--- config.mk ---
export PLATFORM = sky130hd
export DESIGN_NAME = dmem_block_ctrl
export DESIGN_NICKNAME = d
export VERILOG_FILES = /design/src/rtl/dmem_pkg.sv /design/src/rtl/dmem_array.sv /design/src/rtl/dmem_block_ctrl.sv
export SDC_FILE = /design/constraint.sdc
export NUM_CORES = 2
export LEC_CHECK = 0
export ABC_CLOCK_PERIOD_IN_PS = 12700
export CAP_MARGIN = 20
export CORE_ASPECT_RATIO = 1.2
export CORE_MARGIN = 2
export CORE_UTILIZATION = 26
export CTS_BUF_LIST = sky130_fd_sc_hd__clkbuf_8
export DETAILED_ROUTE_END_ITERATION = 10
export GPL_TIMING_DRIVEN = 0
export REMOVE_ABC_BUFFERS = 1
export SETUP_SLACK_MARGIN = 0.05
export SLEW_MARGIN = 20
export SYNTH_ARGS = -nofsm -noshare
export SYNTH_HDL_FRONTEND = slang
export SYNTH_HIERARCHICAL = 1
export SYNTH_SLANG_ARGS = --single-unit
export TNS_END_PERCENT = 100
--- constraint.sdc ---
create_clock -name clk -period 12.7 [get_ports clk]
set_clock_uncertainty 0.1 [all_clocks]
set_input_delay 2.54 -clock clk [delete_from_list [all_inputs] [get_ports clk]]
set_output_delay 2.54 -clock clk [all_outputs]
set_load 0.02 [all_outputs]
--- src/rtl/dmem_pkg.sv ---
// Shared types for the data-memory block controller: word/block widths, FSM state
// encoding and the helpers that move words in and out of a 64-bit block.
package dmem_pkg;

   localparam int WORD_SIZE  = 16;
   localparam int BLOCK_SIZE = 64;

   typedef logic [WORD_SIZE-1:0]  word_t;
   typedef logic [BLOCK_SIZE-1:0] block_t;

   typedef enum logic [2:0] {
      IDLE,
      CPU_RD,
      CPU_WR,
      DMA_GNT,
      DMA_WR
   } dmem_state_t;

   // Word 0 sits in the most significant slot of the block.
   function automatic block_t pack_block(input word_t w0, input word_t w1,
                                         input word_t w2, input word_t w3);
      return {w0, w1, w2, w3};
   endfunction

   function automatic word_t block_word(input block_t b, input logic [1:0] idx);
      word_t w;
      case (idx)
         2'd0:    w = b[63:48];
         2'd1:    w = b[47:32];
         2'd2:    w = b[31:16];
         default: w = b[15:0];
      endcase
      return w;
   endfunction

endpackage

--- src/rtl/dmem_array.sv ---
// Backing word store: MEM_DEPTH x 16 bits, one aligned 4-word block write port
// (synchronous) and one aligned 4-word block read port (combinational).
module dmem_array
   import dmem_pkg::*;
#(
   parameter int MEM_DEPTH = 256
) (
   input  logic        clk,
   input  logic        we,
   input  logic [15:0] waddr,
   input  block_t      wdata,
   input  logic [15:0] raddr,
   output block_t      rdata
);

   localparam int AW = $clog2(MEM_DEPTH);

   word_t         mem [MEM_DEPTH];
   logic [AW-1:0] wbase;
   logic [AW-1:0] rbase;

   // Addresses wrap modulo the depth and are forced onto a 4-word boundary.
   assign wbase = AW'(waddr & ~16'h0003);
   assign rbase = AW'(raddr & ~16'h0003);

   // NOTE: the store has no reset so it maps onto RAM and keeps its contents across reset.
   always_ff @(posedge clk) begin
      if (we) begin
         mem[wbase]           <= block_word(wdata, 2'd0);
         mem[wbase | AW'(1)]  <= block_word(wdata, 2'd1);
         mem[wbase | AW'(2)]  <= block_word(wdata, 2'd2);
         mem[wbase | AW'(3)]  <= block_word(wdata, 2'd3);
      end
   end

   assign rdata = pack_block(mem[rbase], mem[rbase | AW'(1)],
                             mem[rbase | AW'(2)], mem[rbase | AW'(3)]);

endmodule

--- src/rtl/dmem_block_ctrl.sv ---
// Block-oriented data-memory controller with fixed latency and BR/BG DMA arbitration.
// Optional access statistics are built when DMEM_ACCESS_STATS_EN is defined.
module dmem_block_ctrl
   import dmem_pkg::*;
#(
   parameter int MEM_LATENCY = 4,
   parameter int MEM_DEPTH   = 256
) (
   input  logic                  clk,
   input  logic                  reset,
   input  logic                  d_readM,
   input  logic                  d_writeM,
   input  logic [15:0]           d_address,
   input  logic [BLOCK_SIZE-1:0] d_data_in,
   output logic [BLOCK_SIZE-1:0] d_data_out,
   output logic                  d_ready,
   input  logic                  BR,
   output logic                  BG,
   input  logic                  dma_write,
   input  logic [15:0]           dma_address,
   input  logic [BLOCK_SIZE-1:0] dma_data,
   output logic                  dma_ack,
   output logic [15:0]           rd_cnt,
   output logic [15:0]           wr_cnt,
   output logic [15:0]           dma_cnt
);

   localparam logic [3:0] LAT_LOAD = 4'(MEM_LATENCY - 1);

   dmem_state_t state, state_nxt;
   logic [3:0]  cnt, cnt_nxt;
   logic        br_q;
   logic        cpu_load, dma_load;
   logic        done, commit;
   logic [15:0] addr_q;
   block_t      data_q;
   block_t      rd_block;

   assign done    = (cnt == 4'd0);
   assign commit  = done && (state == CPU_WR || state == DMA_WR);
   assign d_ready = done && (state == CPU_RD || state == CPU_WR);
   assign dma_ack = done && (state == DMA_WR);
   assign BG      = (state == DMA_GNT) || (state == DMA_WR);
   assign d_data_out = (done && state == CPU_RD) ? rd_block : '0;

   // NOTE: every output of this block is assigned a default first, so no path can infer a latch.
   always_comb begin
      state_nxt = state;
      cnt_nxt   = cnt;
      cpu_load  = 1'b0;
      dma_load  = 1'b0;
      case (state)
         IDLE: begin
            // A BR that was already high beats the cache; a BR rising with a cache request loses.
            if (BR && (br_q || !(d_readM || d_writeM))) begin
               state_nxt = DMA_GNT;
            end else if (d_writeM) begin
               state_nxt = CPU_WR;
               cnt_nxt   = LAT_LOAD;
               cpu_load  = 1'b1;
            end else if (d_readM) begin
               state_nxt = CPU_RD;
               cnt_nxt   = LAT_LOAD;
               cpu_load  = 1'b1;
            end
         end
         CPU_RD, CPU_WR: begin
            if (done) state_nxt = IDLE;
            else      cnt_nxt   = cnt - 4'd1;
         end
         DMA_GNT: begin
            if (dma_write) begin
               state_nxt = DMA_WR;
               cnt_nxt   = LAT_LOAD;
               dma_load  = 1'b1;
            end else if (!BR) begin
               state_nxt = IDLE;
            end
         end
         DMA_WR: begin
            if (done) state_nxt = DMA_GNT;
            else      cnt_nxt   = cnt - 4'd1;
         end
         default: state_nxt = IDLE;
      endcase
   end

   // NOTE: sequential state uses non-blocking assignments so every register samples pre-edge values.
   always_ff @(posedge clk) begin
      if (reset) begin
         state <= IDLE;
         cnt   <= 4'd0;
         br_q  <= 1'b0;
      end else begin
         state <= state_nxt;
         cnt   <= cnt_nxt;
         br_q  <= BR;
      end
   end

   always_ff @(posedge clk) begin
      if (cpu_load) begin
         addr_q <= d_address;
         data_q <= d_data_in;
      end else if (dma_load) begin
         addr_q <= dma_address;
         data_q <= dma_data;
      end
   end

   // A reset on the completing edge must not let the pending write through.
   dmem_array #(.MEM_DEPTH(MEM_DEPTH)) u_array (
      .clk   (clk),
      .we    (commit && !reset),
      .waddr (addr_q),
      .wdata (data_q),
      .raddr (addr_q),
      .rdata (rd_block)
   );

`ifdef DMEM_ACCESS_STATS_EN
   logic [15:0] rd_q, wr_q, dma_q;

   always_ff @(posedge clk) begin
      if (reset) begin
         rd_q  <= 16'h0000;
         wr_q  <= 16'h0000;
         dma_q <= 16'h0000;
      end else begin
         if (d_ready && state == CPU_RD && rd_q != 16'hFFFF) rd_q  <= rd_q + 16'd1;
         if (d_ready && state == CPU_WR && wr_q != 16'hFFFF) wr_q  <= wr_q + 16'd1;
         if (dma_ack && dma_q != 16'hFFFF)                    dma_q <= dma_q + 16'd1;
      end
   end

   assign rd_cnt  = rd_q;
   assign wr_cnt  = wr_q;
   assign dma_cnt = dma_q;
`else
   assign rd_cnt  = 16'h0000;
   assign wr_cnt  = 16'h0000;
   assign dma_cnt = 16'h0000;
`endif

endmodule
Word-level counts from Yosys, hierarchy flattened --
Memory sizes are Yosys's and may differ from the RTL's. A register that Yosys moved wholly into a read port is not among the register bits. Cells that the tools add are included.
Storage, ports and cells: bits in writable memories 4096, word-level logic and storage cells 75, memories kept 1, bits in registers 80, input port bits 166, output and inout port bits 115
Memory list:
- u_array.mem | depth 256, bits a word 16, read ports 4, clocked after memory_dff 4, write ports 4, line dmem_array.sv:18 | word_t mem [MEM_DEPTH];
Cells by class: eq/ne operators 12, add/subtract/negate cells 1, multiplexer cells 35, reductions and logical operators 21
Operators with widths (number):
- 2-to-1 mux 64 bit | 3
- 2-to-1 mux 16 bit | 4
- 2-to-1 mux 8 bit | 6
- 2-to-1 mux 3 bit | 7
- 2-to-1 mux 4 bit | 5
- one-hot mux 3 bit (4 select lines) | 1
- one-hot mux 4 bit (3 select lines) | 1
- inequality test 2 bit, second input constant | 5
- 2-to-1 mux 1 bit | 8
- == test 3 x 2 -> 1 bit, second input constant | 2
- logical AND 1 bit | 6
- inequality test 3 bit, second input constant | 2
- logical OR 1 bit | 5
- AND reduction 5 bit | 1
- zero test 4 bit | 1
- inequality test 4 bit, second input constant | 1
- AND reduction 4 bit | 1
- subtractor 4 x 1 -> 4 bit, second input constant | 1
- == test 3 x 1 -> 1 bit, second input constant | 1
- == test 3 bit, second input constant | 1
- zero test 3 bit | 1
- nonzero test 3 bit | 1
- OR reduction 3 bit | 1
- zero test 1 bit | 2
- 2 further kinds | 2

Depth between registers and ports, before layout --
depth in word-level cells 8, gate-level depth with buffers 10, mapped depth without buffers 7

By module --
Netlist, hierarchy kept.
By module, submodules not included:
- dmem_array | instances 1, cells an instance 6534, area each 155067.5 um^2, sequential area each 122998.0 um^2
- dmem_block_ctrl | instances 1, cells an instance 365, area each 4837.1 um^2, sequential area each 2562.5 um^2

Worst setup path after synthesis --
No wires, ideal clock.
path type input to register, start input reset, end memory u_array/mem[48][0] (netlist bit), enable pin, arrival 8.033 ns, required time 12.036 ns, stages 4, setup time 0.564 ns, buffers on the path 1, setup slack 4.003 ns, path through clkbuf_1 > nor4_1 > nand4b_1 > nor3_1
RTL lines:
- start, declared | line dmem_block_ctrl.sv:10 | input logic reset,
- end, declared | line dmem_array.sv:18

==> flow_summary.json <==
{
  "timing.fmax_mhz": 110,
  "clk_latency_ns": 1.25,
  "cts_tree": "done",
  "design_area_mm2": 0.196,
  "clock_path_buffers": 4,
  "clock-sinks": 4174,
  "place_area_mm2": 0.185,
  "critPathLaunch": "addr_q[3]",
  "p_per_area_mw_per_mm2": 205,
  "whs_path_depth": 0,
  "rsz0062_at_grt": "no",
  "path_max_fanout": 15,
  "post_cts_resized": 0,
  "power_mw": 40.2,
  "first_pass_iters": 8,
  "post-place-ws_ns": 4.81,
  "drt_iter0_markers": 8770,
  "min_path_type": "register to register",
  "slowest_stage": "clkdlybuf4s50_1",
  "worst-setup-path-type": "register to primary output",
  "fin_crit_sh_pct": 71.5,
  "drv_cap": 0,
  "syn2layout_area_growth_pct": 22.9,
  "cp.buffers_inverters": 14,
  "slew_viol_final": 0,
  "nNetsFinal": 8225,
  "finalSetupViolCount": 0,
  "portBuffers": 212,
  "slowest_delay_ns": 0.55,
  "die_h_um": 862,
  "place.gp.congestion": 0.698,
  "io_pins": 281,
  "fillers": 57007,
  "holdCritStartpoint": "data_q[19]",
  "grt_pass1_wl_um": 613000,
  "ir_drop_v": 0.000160,
  "tns_ns": 0,
  "setup_ws_ns": 3.62,
  "hpwl_um": 309000,
  "die-area_mm2": 0.620,
  "core_area_mm2": 0.612,
  "drive_gt1_share_pct": 32.7,
  "reg2reg_depth": 11,
  "syn_area_mm2": 0.159,
  "grt_pass1_vias": 82532,
  "wl_per_cell_um": 26.5,
  "cts_inserted_buffers": 623,
  "crit_family": "buffers and inverters",
  "postSynthCellCount": 6879,
  "ant_nets": 0,
  "start_util_pct": 26.1,
  "cpMostUsedCell": "buf_8",
  "post_cts_buffers": 0,
  "worstMarginPinSlew_ns": 1.00,
  "post_drt_via_cell_ratio": 4.75,
  "multiInputGateArea_mm2": 0.0327,
  "worst_setup_path_end_kind": "primary output",
  "cts_hold_buf": 0,
  "start_kind": "register",
  "gr-total-overflow": 0,
  "wirelength_um": 441000,
  "die_w_um": 719,
  "row_count": 315,
  "crit_arrival_ns": 6.44,
  "grt_max_degree": 38,
  "min_period_ns": 9.08,
  "ys.warnings.count": 6,
  "drc": 0,
  "clk_pin_slew_ns": 0.06,
  "path_cells": "buf_8 > buf_8 > buf_8 > buf_8 > buf_8 > buf_8 > buf_8 > buf_16 > buf_6 > buf_8 > buf_8 > buf_8 > buf_8 > mux4_2 > or3_1 > a41oi_1 > a211oi_1 > and2_2 > clkdlybuf4s50_1",
  "final-hold-violation-count": 0,
  "critPathRequiredTime_ns": 10.06,
  "reg2reg_slack_ns": 7.82,
  "seq_area_mm2": 0.125,
  "syn_area_per_cell_um2": 23.2,
  "antenna_found_initial": 23,
  "r2r_start": "cnt[0]",
  "fin_util_pct": 32.0,
  "holdPathEnd": "u_array/mem[24][35]",
  "track_usage_pct": 13.7,
  "status": "completed",
  "cts-root-buf": "clkbuf_8",
  "p_leak_nw": 61.2,
  "vias": 79071,
  "htreeDepth": 6,
  "max_slew_margin_pct": 33.1,
  "rr_endpoint": "u_array/mem[46][51]"
}
==> cell type report <==
class,count,share of cell area (%)
clock buffer,630,4.42
antenna,18,0.0230
tap,8083,5.16
timing repair buffer,943,8.41
sequential,4174,63.9
clock inverter,474,1.35
multi-input combinational,2291,16.7
inverter,24,0.0460
==> cell usage in the layout, fill, tap and decap left out, types with 25 or more instances in the layout <==
cell type,instances
or2_2,30
mux4_2,1024
a41oi_1,26
conb_1,48
nand3_1,49
clkinv_1,138
or3_1,30
nand2_1,59
o22ai_1,84
mux2_2,64
buf_4,26
edfxtp_1,4166
clkbuf_8,630
and2_2,53
buf_16,209
inv_1,197
o221ai_1,38
buf_12,205
a22o_1,88
nor2_4,66
buf_8,277
nor2_1,54
clkdlybuf4s50_1,212
a22oi_1,168
a211oi_1,61
clkinv_2,88
and3_1,64
mux2i_1,136
nor2b_1,25
==> layer usage <==
layer	track usage, %	wire length (um)	vias up	share of wire (%)
li1	-	-	31939	-
met1	16.1	161000	42254	36
met2	24.5	226000	3845	51
met3	2.83	34400	1033	7.8
met4	5.82	20200	0	4.6
met5	0	0	-	0
==> report_power, final <==
group,internal [mW],total (mW),switching [mW]
Combinational,5.64,12.4,6.77
Clock,4.95,10.1,5.18
Sequential,17.2,17.7,0.470
Total,27.8,40.2,12.4
==> flip-flops by register name, indices dropped and copies added (netlist names) <==
| name | flops |
|---|---|
| data_q | 64 |
| addr_q | 6 |
| u_array/mem | 4096 |
| cnt | 4 |
| state | 3 |
| br_q | 1 |
==> worst max-delay path by stage <==
stage	endpoint	slack [ns]	cells past startpoint
finish	d_data_out[35]	3.62	19
global route	d_data_out[27]	3.32	22
CTS	d_data_out[35]	3.43	19
detailed placement	d_data_out[35]	4.81	19
global placement	u_array/mem[48][37]	-130.94	1
floorplan	d_data_out[10]	-37.18	5
==> through the flow <==
step	hold slack, ns	cells
2_1_floorplan	0.357	6489
3_3_place_gp	0.377	14784
3_5_place_dp	0.397	15514
4_1_cts	0.411	16618
5_1_grt	0.422	16631
6_report	0.413	16637
(Power assumes the default switching activity.)
